==> src/rtl/rule_cfg_master.sv <==
// Purpose : rule-bus initiator; turns host config commands into single-beat rule writes/reads
// Latency : write strobe 1 cycle after accept, response 2 cycles after accept (unverified write)
// Backpressure: one command in flight; o_cmd_ready low until the response is taken by i_rsp_ready
//
// Ports:
//   i_clk, i_rst                     clock, synchronous active-high reset
//   i_cmd_* / o_cmd_ready            command stream (write/verify/addr/wdata)
//   o_rule_wren/rden/addr/wdata      rule bus request side
//   i_rule_rdata_valid/i_rule_rdata  rule bus read return
//   o_rsp_* / i_rsp_ready            response stream (rdata + status: 0 ok, 1 mismatch, 2 timeout)
//   o_wr_cnt, o_err_cnt              saturating statistics
module rule_cfg_master #(
    parameter int ADDR_WIDTH     = 32,
    parameter int DATA_WIDTH     = 32,
    parameter int TIMEOUT_CYCLES = 16,
    parameter int CNT_WIDTH      = 16
) (
    input  logic                  i_clk,
    input  logic                  i_rst,
    input  logic                  i_cmd_valid,
    output logic                  o_cmd_ready,
    input  logic                  i_cmd_write,
    input  logic                  i_cmd_verify,
    input  logic [ADDR_WIDTH-1:0] i_cmd_addr,
    input  logic [DATA_WIDTH-1:0] i_cmd_wdata,
    output logic                  o_rule_wren,
    output logic                  o_rule_rden,
    output logic [ADDR_WIDTH-1:0] o_rule_addr,
    output logic [DATA_WIDTH-1:0] o_rule_wdata,
    input  logic                  i_rule_rdata_valid,
    input  logic [DATA_WIDTH-1:0] i_rule_rdata,
    output logic                  o_rsp_valid,
    input  logic                  i_rsp_ready,
    output logic [DATA_WIDTH-1:0] o_rsp_rdata,
    output logic [1:0]            o_rsp_status,
    output logic [CNT_WIDTH-1:0]  o_wr_cnt,
    output logic [CNT_WIDTH-1:0]  o_err_cnt
);

    typedef enum logic [2:0] {
        S_IDLE,
        S_WRITE,
        S_RD_ISSUE,
        S_RD_WAIT,
        S_RESP
    } state_t;

    // Latched command; addr/wdata double as the rule-bus address/data registers,
    // so they naturally hold their last value between strobes.
    typedef struct packed {
        logic [ADDR_WIDTH-1:0] addr;
        logic [DATA_WIDTH-1:0] wdata;
        logic                  verify;
    } cmd_t;

    localparam int             TW          = (TIMEOUT_CYCLES > 1) ? $clog2(TIMEOUT_CYCLES) : 1;
    localparam logic [TW-1:0]  TMO_LAST    = TW'(TIMEOUT_CYCLES - 1);
    localparam logic [1:0]     ST_OK       = 2'd0;
    localparam logic [1:0]     ST_MISMATCH = 2'd1;
    localparam logic [1:0]     ST_TIMEOUT  = 2'd2;

    function automatic logic [CNT_WIDTH-1:0] sat_inc(input logic [CNT_WIDTH-1:0] v);
        return (&v) ? v : v + CNT_WIDTH'(1);
    endfunction

    state_t                state_q,   state_d;
    cmd_t                  cmd_q,     cmd_d;
    logic [DATA_WIDTH-1:0] rdata_q,   rdata_d;
    logic [1:0]            status_q,  status_d;
    logic [TW-1:0]         tmo_q,     tmo_d;
    logic [CNT_WIDTH-1:0]  wr_cnt_q,  wr_cnt_d;
    logic [CNT_WIDTH-1:0]  err_cnt_q, err_cnt_d;

    always_ff @(posedge i_clk) begin
        if (i_rst) begin
            state_q   <= S_IDLE;
            cmd_q     <= '0;
            rdata_q   <= '0;
            status_q  <= ST_OK;
            tmo_q     <= '0;
            wr_cnt_q  <= '0;
            err_cnt_q <= '0;
        end else begin
            state_q   <= state_d;
            cmd_q     <= cmd_d;
            rdata_q   <= rdata_d;
            status_q  <= status_d;
            tmo_q     <= tmo_d;
            wr_cnt_q  <= wr_cnt_d;
            err_cnt_q <= err_cnt_d;
        end
    end

    always_comb begin
        state_d   = state_q;
        cmd_d     = cmd_q;
        rdata_d   = rdata_q;
        status_d  = status_q;
        tmo_d     = tmo_q;
        wr_cnt_d  = wr_cnt_q;
        err_cnt_d = err_cnt_q;

        case (state_q)
            S_IDLE: begin
                if (i_cmd_valid) begin
                    cmd_d.addr   = i_cmd_addr;
                    // verify is meaningless for reads; drop it here so RD_WAIT only
                    // compares after a write
                    cmd_d.verify = i_cmd_write & i_cmd_verify;
                    if (i_cmd_write) begin
                        cmd_d.wdata = i_cmd_wdata;
                        state_d     = S_WRITE;
                    end else begin
                        state_d     = S_RD_ISSUE;
                    end
                end
            end
            S_WRITE: begin
                wr_cnt_d = sat_inc(wr_cnt_q);
                if (cmd_q.verify) begin
                    state_d = S_RD_ISSUE;
                end else begin
                    rdata_d  = '0;
                    status_d = ST_OK;
                    state_d  = S_RESP;
                end
            end
            S_RD_ISSUE: begin
                tmo_d   = '0;
                state_d = S_RD_WAIT;
            end
            S_RD_WAIT: begin
                // returned data takes priority over a timeout expiring in the same cycle
                if (i_rule_rdata_valid) begin
                    rdata_d = i_rule_rdata;
                    state_d = S_RESP;
                    if (cmd_q.verify && (i_rule_rdata != cmd_q.wdata)) begin
                        status_d  = ST_MISMATCH;
                        err_cnt_d = sat_inc(err_cnt_q);
                    end else begin
                        status_d  = ST_OK;
                    end
                end else if (tmo_q == TMO_LAST) begin
                    rdata_d   = '0;
                    status_d  = ST_TIMEOUT;
                    err_cnt_d = sat_inc(err_cnt_q);
                    state_d   = S_RESP;
                end else begin
                    tmo_d = tmo_q + TW'(1);
                end
            end
            S_RESP: begin
                if (i_rsp_ready) begin
                    state_d = S_IDLE;
                end
            end
            default: begin
                state_d = S_IDLE;
            end
        endcase
    end

    assign o_cmd_ready  = (state_q == S_IDLE);
    assign o_rule_wren  = (state_q == S_WRITE);
    assign o_rule_rden  = (state_q == S_RD_ISSUE);
    assign o_rule_addr  = cmd_q.addr;
    assign o_rule_wdata = cmd_q.wdata;
    assign o_rsp_valid  = (state_q == S_RESP);
    assign o_rsp_rdata  = rdata_q;
    assign o_rsp_status = status_q;
    assign o_wr_cnt     = wr_cnt_q;
    assign o_err_cnt    = err_cnt_q;

endmodule

==> config.mk <==
export PLATFORM = sky130hd
export DESIGN_NAME = rule_cfg_master
export DESIGN_NICKNAME = d
export VERILOG_FILES = /design/src/rtl/rule_cfg_master.sv
export SDC_FILE = /design/constraint.sdc
export NUM_CORES = 1
export LEC_CHECK = 0
export ABC_AREA = 1
export CAP_MARGIN = 40
export CORE_ASPECT_RATIO = 1.25
export CORE_MARGIN = 8
export CORE_UTILIZATION = 41
export CTS_CLUSTER_DIAMETER = 120
export CTS_CLUSTER_SIZE = 12
export DETAILED_ROUTE_END_ITERATION = 12
export PLACE_DENSITY_LB_ADDON = 0.15
export SYNTH_ARGS = -nofsm -noshare
export SYNTH_HDL_FRONTEND = slang
export SYNTH_SLANG_ARGS = --single-unit
==> constraint.sdc <==
create_clock -name i_clk -period 1.7 [get_ports i_clk]
set_input_delay 0.34 -clock i_clk [delete_from_list [all_inputs] [get_ports i_clk]]
set_output_delay 0.34 -clock i_clk [all_outputs]
set_load 0.05 [all_outputs]
# After elaboration in Yosys (flattened, before gate mapping)
# Cells that the tools add are included.
totals:
  output_inout_bits: 134
  ff_bits: 138
  in_bits: 103
  word_cells: 64
op_classes:
  n_reduce_logical: 14
  add_sub_neg: 3
  n_eq_ne: 13
  n_bitwise: 2
  n_mux: 23
op_table:
  columns: ["op", "count"]
  rows:
  - ["$mux W32", 3]
  - ["$mux W16", 4]
  - ["$pmux W32 S2", 1]
  - ["$add A16 B1 Y16 const B", 2]
  - ["$ne A32 B32 Y1", 1]
  - ["$reduce_and A16 Y1", 2]
  - ["$mux W3", 5]
  - ["$pmux W3 S5", 1]
  - ["$reduce_and A3 Y1", 5]
  - ["$mux W2", 4]
  - ["$mux W4", 2]
  - ["$ne A2 B2 Y1 const B", 4]
  - ["$pmux W4 S2", 1]
  - ["$eq A3 B2 Y1 const B", 2]
  - ["$reduce_bool A2 Y1", 3]
  - ["$add A4 B1 Y4 const B", 1]
  - ["$eq A4 B4 Y1 const B", 1]
  - ["$ne A2 B1 Y1 const B", 2]
  - ["$pmux W2 S2", 1]
  - ["$reduce_and A2 Y1", 2]
  - ["$eq A3 B1 Y1 const B", 1]
  - ["$eq A3 B3 Y1 const B", 1]
  - ["$logic_not A3 Y1", 1]
  - ["$ne A3 B3 Y1 const B", 1]
  - ["other kinds (4)", 4]

# Logic depth before layout (Yosys ltp)
logic_depth:
  word_depth: 5
  ltp_mapped: 15
  depth_no_buf: 14

# Worst setup path after synthesis
# Ideal clock, no wire load.
synth_timing:
  path_type: "flip-flop to flip-flop"
  from: "register state_q[1]"
  to: "register rdata_q[15], in the netlist o_rsp_rdata[15]"
  n_path_buf: 1
  path_stages_with_launch: 9
  synth_period_minus_slack_ps: 2424
  setup_time_ps: 71
  required_ps: 1629
  setup_slack_ps: -724
  t_arrival_ps: 2353
  cell_sequence: "dfxtp_1 -> nor3_1 -> nand2_1 -> o21ai_2 -> nor2_1 -> nand2_2 -> buf_4 -> nand2_1 -> a21oi_1"
synth_via:
  elab_chain_cells: 3
  word_cells_on_any_way: 7
  cone_classes: "4 x eq/ne; 1 x mux; 2 x reduce/logical"
synth_lines:
  columns: ["item", "line", "text"]
  rows:
  - ["start, declared", "66", "state_t state_q, state_d;"]
  - ["start signal, assigned", "84", "state_q <= state_d;"]
  - ["$eq A3 B2 Y1 or $eq A3 B1 Y1 (tied branches)", "103", "case (state_q)"]
  - ["$ne A3 B3 Y1 (no line), or another cell as far along", null, null]
  - ["$reduce_and A3 Y1 (no line)", null, null]
  - ["end signal, assigned", "86", "rdata_q <= rdata_d;"]
  - ["end, declared", "68", "logic [DATA_WIDTH-1:0] rdata_q, rdata_d;"]
# Several ways; a longest one is shown, not always the timed one.
# A chain may end at the register's enable or synchronous reset.

# Final worst setup path
layout_timing:
  from: "register state_q[2]"
  to: "output port o_rsp_valid"
layout_via:
  elab_chain_cells: 1
layout_lines:
  columns: ["item", "line", "text"]
  rows:
  - ["$eq A3 B3 Y1", "168", "assign o_rsp_valid = (state_q == S_RESP);"]
  - ["end, declared", "32", "output logic o_rsp_valid,"]
# Every way passes these cells.

==> impl_metrics.ini <==
[run_status]
outcome = finished with violations
violations = negative setup slack

[cells_and_area]
diodes = 0
area_growth_pct = 55.5
drive_gt1_share_pct = 31.2
multi_input_area_um2 = 3080
seq_area_um2 = 2800
post-route-util_pct = 65.1
fin_nets = 1285
layout_commonest_cell = buf_4
num-fill-cells = 1381
final_cell_mix = buf_4 (210), nand2_1 (195), dfxtp_1 (112)

[clock_tree]
cts_max_path_buffers = 2
clk_pin_slew_ns = 0.06
h-tree-depth = 4
cts_root_buffer = clkbuf_16
clock_latency_ns = 0.42
cts_buffers = 17
cts_tree = yes
cts_sinks = 138
cts_hold_buf = 0

[synth]
syn-cell-area_um2 = 6540
ys_warn_count = 0
syn_area_per_cell_um2 = 7.07
seq_area_frac_synth_pct = 42.2
synth_ff_type = dfxtp_1
ys_seq_elements = 138
synth_nets = 1031
synth.area.top_cells = dfxtp_1 (42%), nand2_1 (12%), buf_4 (7.8%)
synth_top_area_share_pct = 42.2
async_reset_ff_share_pct = 0
synthCells = 925
synth-edff-count = 0
synth.distinct_cells = 31
yosysTopAreaCell = dfxtp_1

[drt]
routed_wl_um = 21000
wire_per_inst_um = 15.0
dr.pass1.iters = 4
drtAntennaViolNets = 0
vias = 6595
avgViaCountPerCell = 4.70
drc = 0
first_iter_violations = 292

[timing]
period_needed_ns = 1.72
setup_viol = 1
fin_hold_ws_ns = 0.223
finalCritPeriodShare_pct = 101
slew_headroom_pct = 68.3
maxSlewViolCount = 0
fin_ws_ns = -0.0160
rsz0062_at_grt = yes
worst_slew_pin_slew_ns = 0.475
finalHoldViolations = 0
fin_skew_ns = 0.00835
fmax_mhz = 583

[setup_path]
cp.required_ns = 1.36
arrival_ns = 1.38
crit_path_start_kind = register
crit_path_end_kind = output port
crit_path_max_fanout = 2
path_class = reg -> out

[power]
p_total_mw = 10.3
peakVddDrop_v = 0.000688
power.leakage_nw = 4.59
p_per_area_nw_per_um2 = 1010

[grt]
antenna_found_initial = 0
grt_pass1_vias = 6292
grt_util_all_layers_pct = 19.6
grt_overflow = 0
grt_max_degree = 74
grt_pass1_wl_um = 31600

[flow_run]
cap_violations = 0

[floorplanning]
core_area_um2 = 15600
num_rows = 51
dieArea_um2 = 20300
initial_core_util_pct = 41.9
die_h_um = 157
io_pins = 237
die-width_um = 129

[place]
dpl_worst_slack_ns = -0.669
place_congestion = 0.812
hpwl_um = 14800
io_buffers = 236

[worst_hold_path]
hold_path.class = in -> reg
cell usage after synthesis (8+ instances only):
cell type,n
nor2_1,120
nand2_1,213
dfxtp_1,138
clkbuf_1,26
a21oi_1,83
nor3_1,14
nand3_1,51
xnor2_1,24
buf_2,8
inv_1,79
buf_4,68
o21ai_0,52
nand4_1,14
state kept, by name, summed over array words and instances, names as in the netlist:
name and cells:
o_rsp_rdata 32, o_rsp_status 2, o_rule_wdata 32, o_wr_cnt 16, tmo_q 4, o_rule_addr 32
o_err_cnt 16, cmd_q 1, state_q 3
through the flow:
step                      cell area (um2)  setup TNS, ns  std cells
after CTS                            9680        -0.0258       1391
after detailed placement             9080         -18.63       1357
after global routing                10200          -1.61       1404
final                               10200        -0.0160       1404
after global placement               9080         -16.26       1357
after floorplan                      6620         -0.357        925
logic make-up (layout without fill, tap and decap cells):
kind of cell,Yosys count,in the layout,share of synthesized area (%)
AO/OA/AOI/OAI,142,142,11.2
AND/OR/NAND/NOR,430,430,27.8
adder cells (fa/ha/maj),3,3,0.574
buffers and inverters,186,453,14.7
flip-flops,138,138,42.2
XOR/XNOR,26,26,3.48
metal layers:
| metal | vias up | wire length (um) | global-route usage [%] | part of all wire [%] |
|---|---|---|---|---|
| met5 | - | 0 | 0 | 0 |
| met4 | 0 | 259 | 5.89 | 1.2 |
| met3 | 15 | 1500 | 7.11 | 7.1 |
| met2 | 166 | 10700 | 34.4 | 51 |
| met1 | 3020 | 8560 | 21.4 | 41 |
| li1 | 3394 | - | - | - |
critical path, cell delays in order, from the launching register on:
cell and delay (ns):
dfxtp_2 0.35, inv_2 0.05, buf_6 0.11, nor3_4 0.19, buf_6 0.13, buf_12 0.12
report_power, final:
group          leakage [nW]  internal, mW  switching, mW  total, mW
registers              1.14          3.48          0.148       3.63
clock network         0.263          2.01           1.48       3.50
logic                  3.19          1.27           1.87       3.14
total                  4.59          6.77           3.50       10.3
worst paths after layout:
check        depth (start not counted)  slack (ns)        startpoint              end
max                                  5       -0.02        state_q[2]      o_rsp_valid
min                                  3        0.22  i_rule_rdata[13]  o_rsp_rdata[13]
max reg2reg                         15        0.01   o_rule_wdata[4]     o_err_cnt[9]
min reg2reg                          2        0.46   o_rsp_rdata[11]  o_rsp_rdata[11]
area by class of cell:
class	instances	area share (%)
well taps	212	2.61
inverters	80	2.95
repair buffers	341	31.2
clock inverters	14	1.19
flip-flops and latches	138	27.5
multi-input cells	601	30.3
clock buffers	18	4.22
what timing repair did:
action | 4_1_cts | 5_1_grt
pin swaps | 5 | 37
setup buffers | 3 | 8
resized for setup | 17 | 102
setup endpoints to repair | 19 | 94
cloned | 0 | 5
No activity file was read; power rests on OpenSTA's default activity.
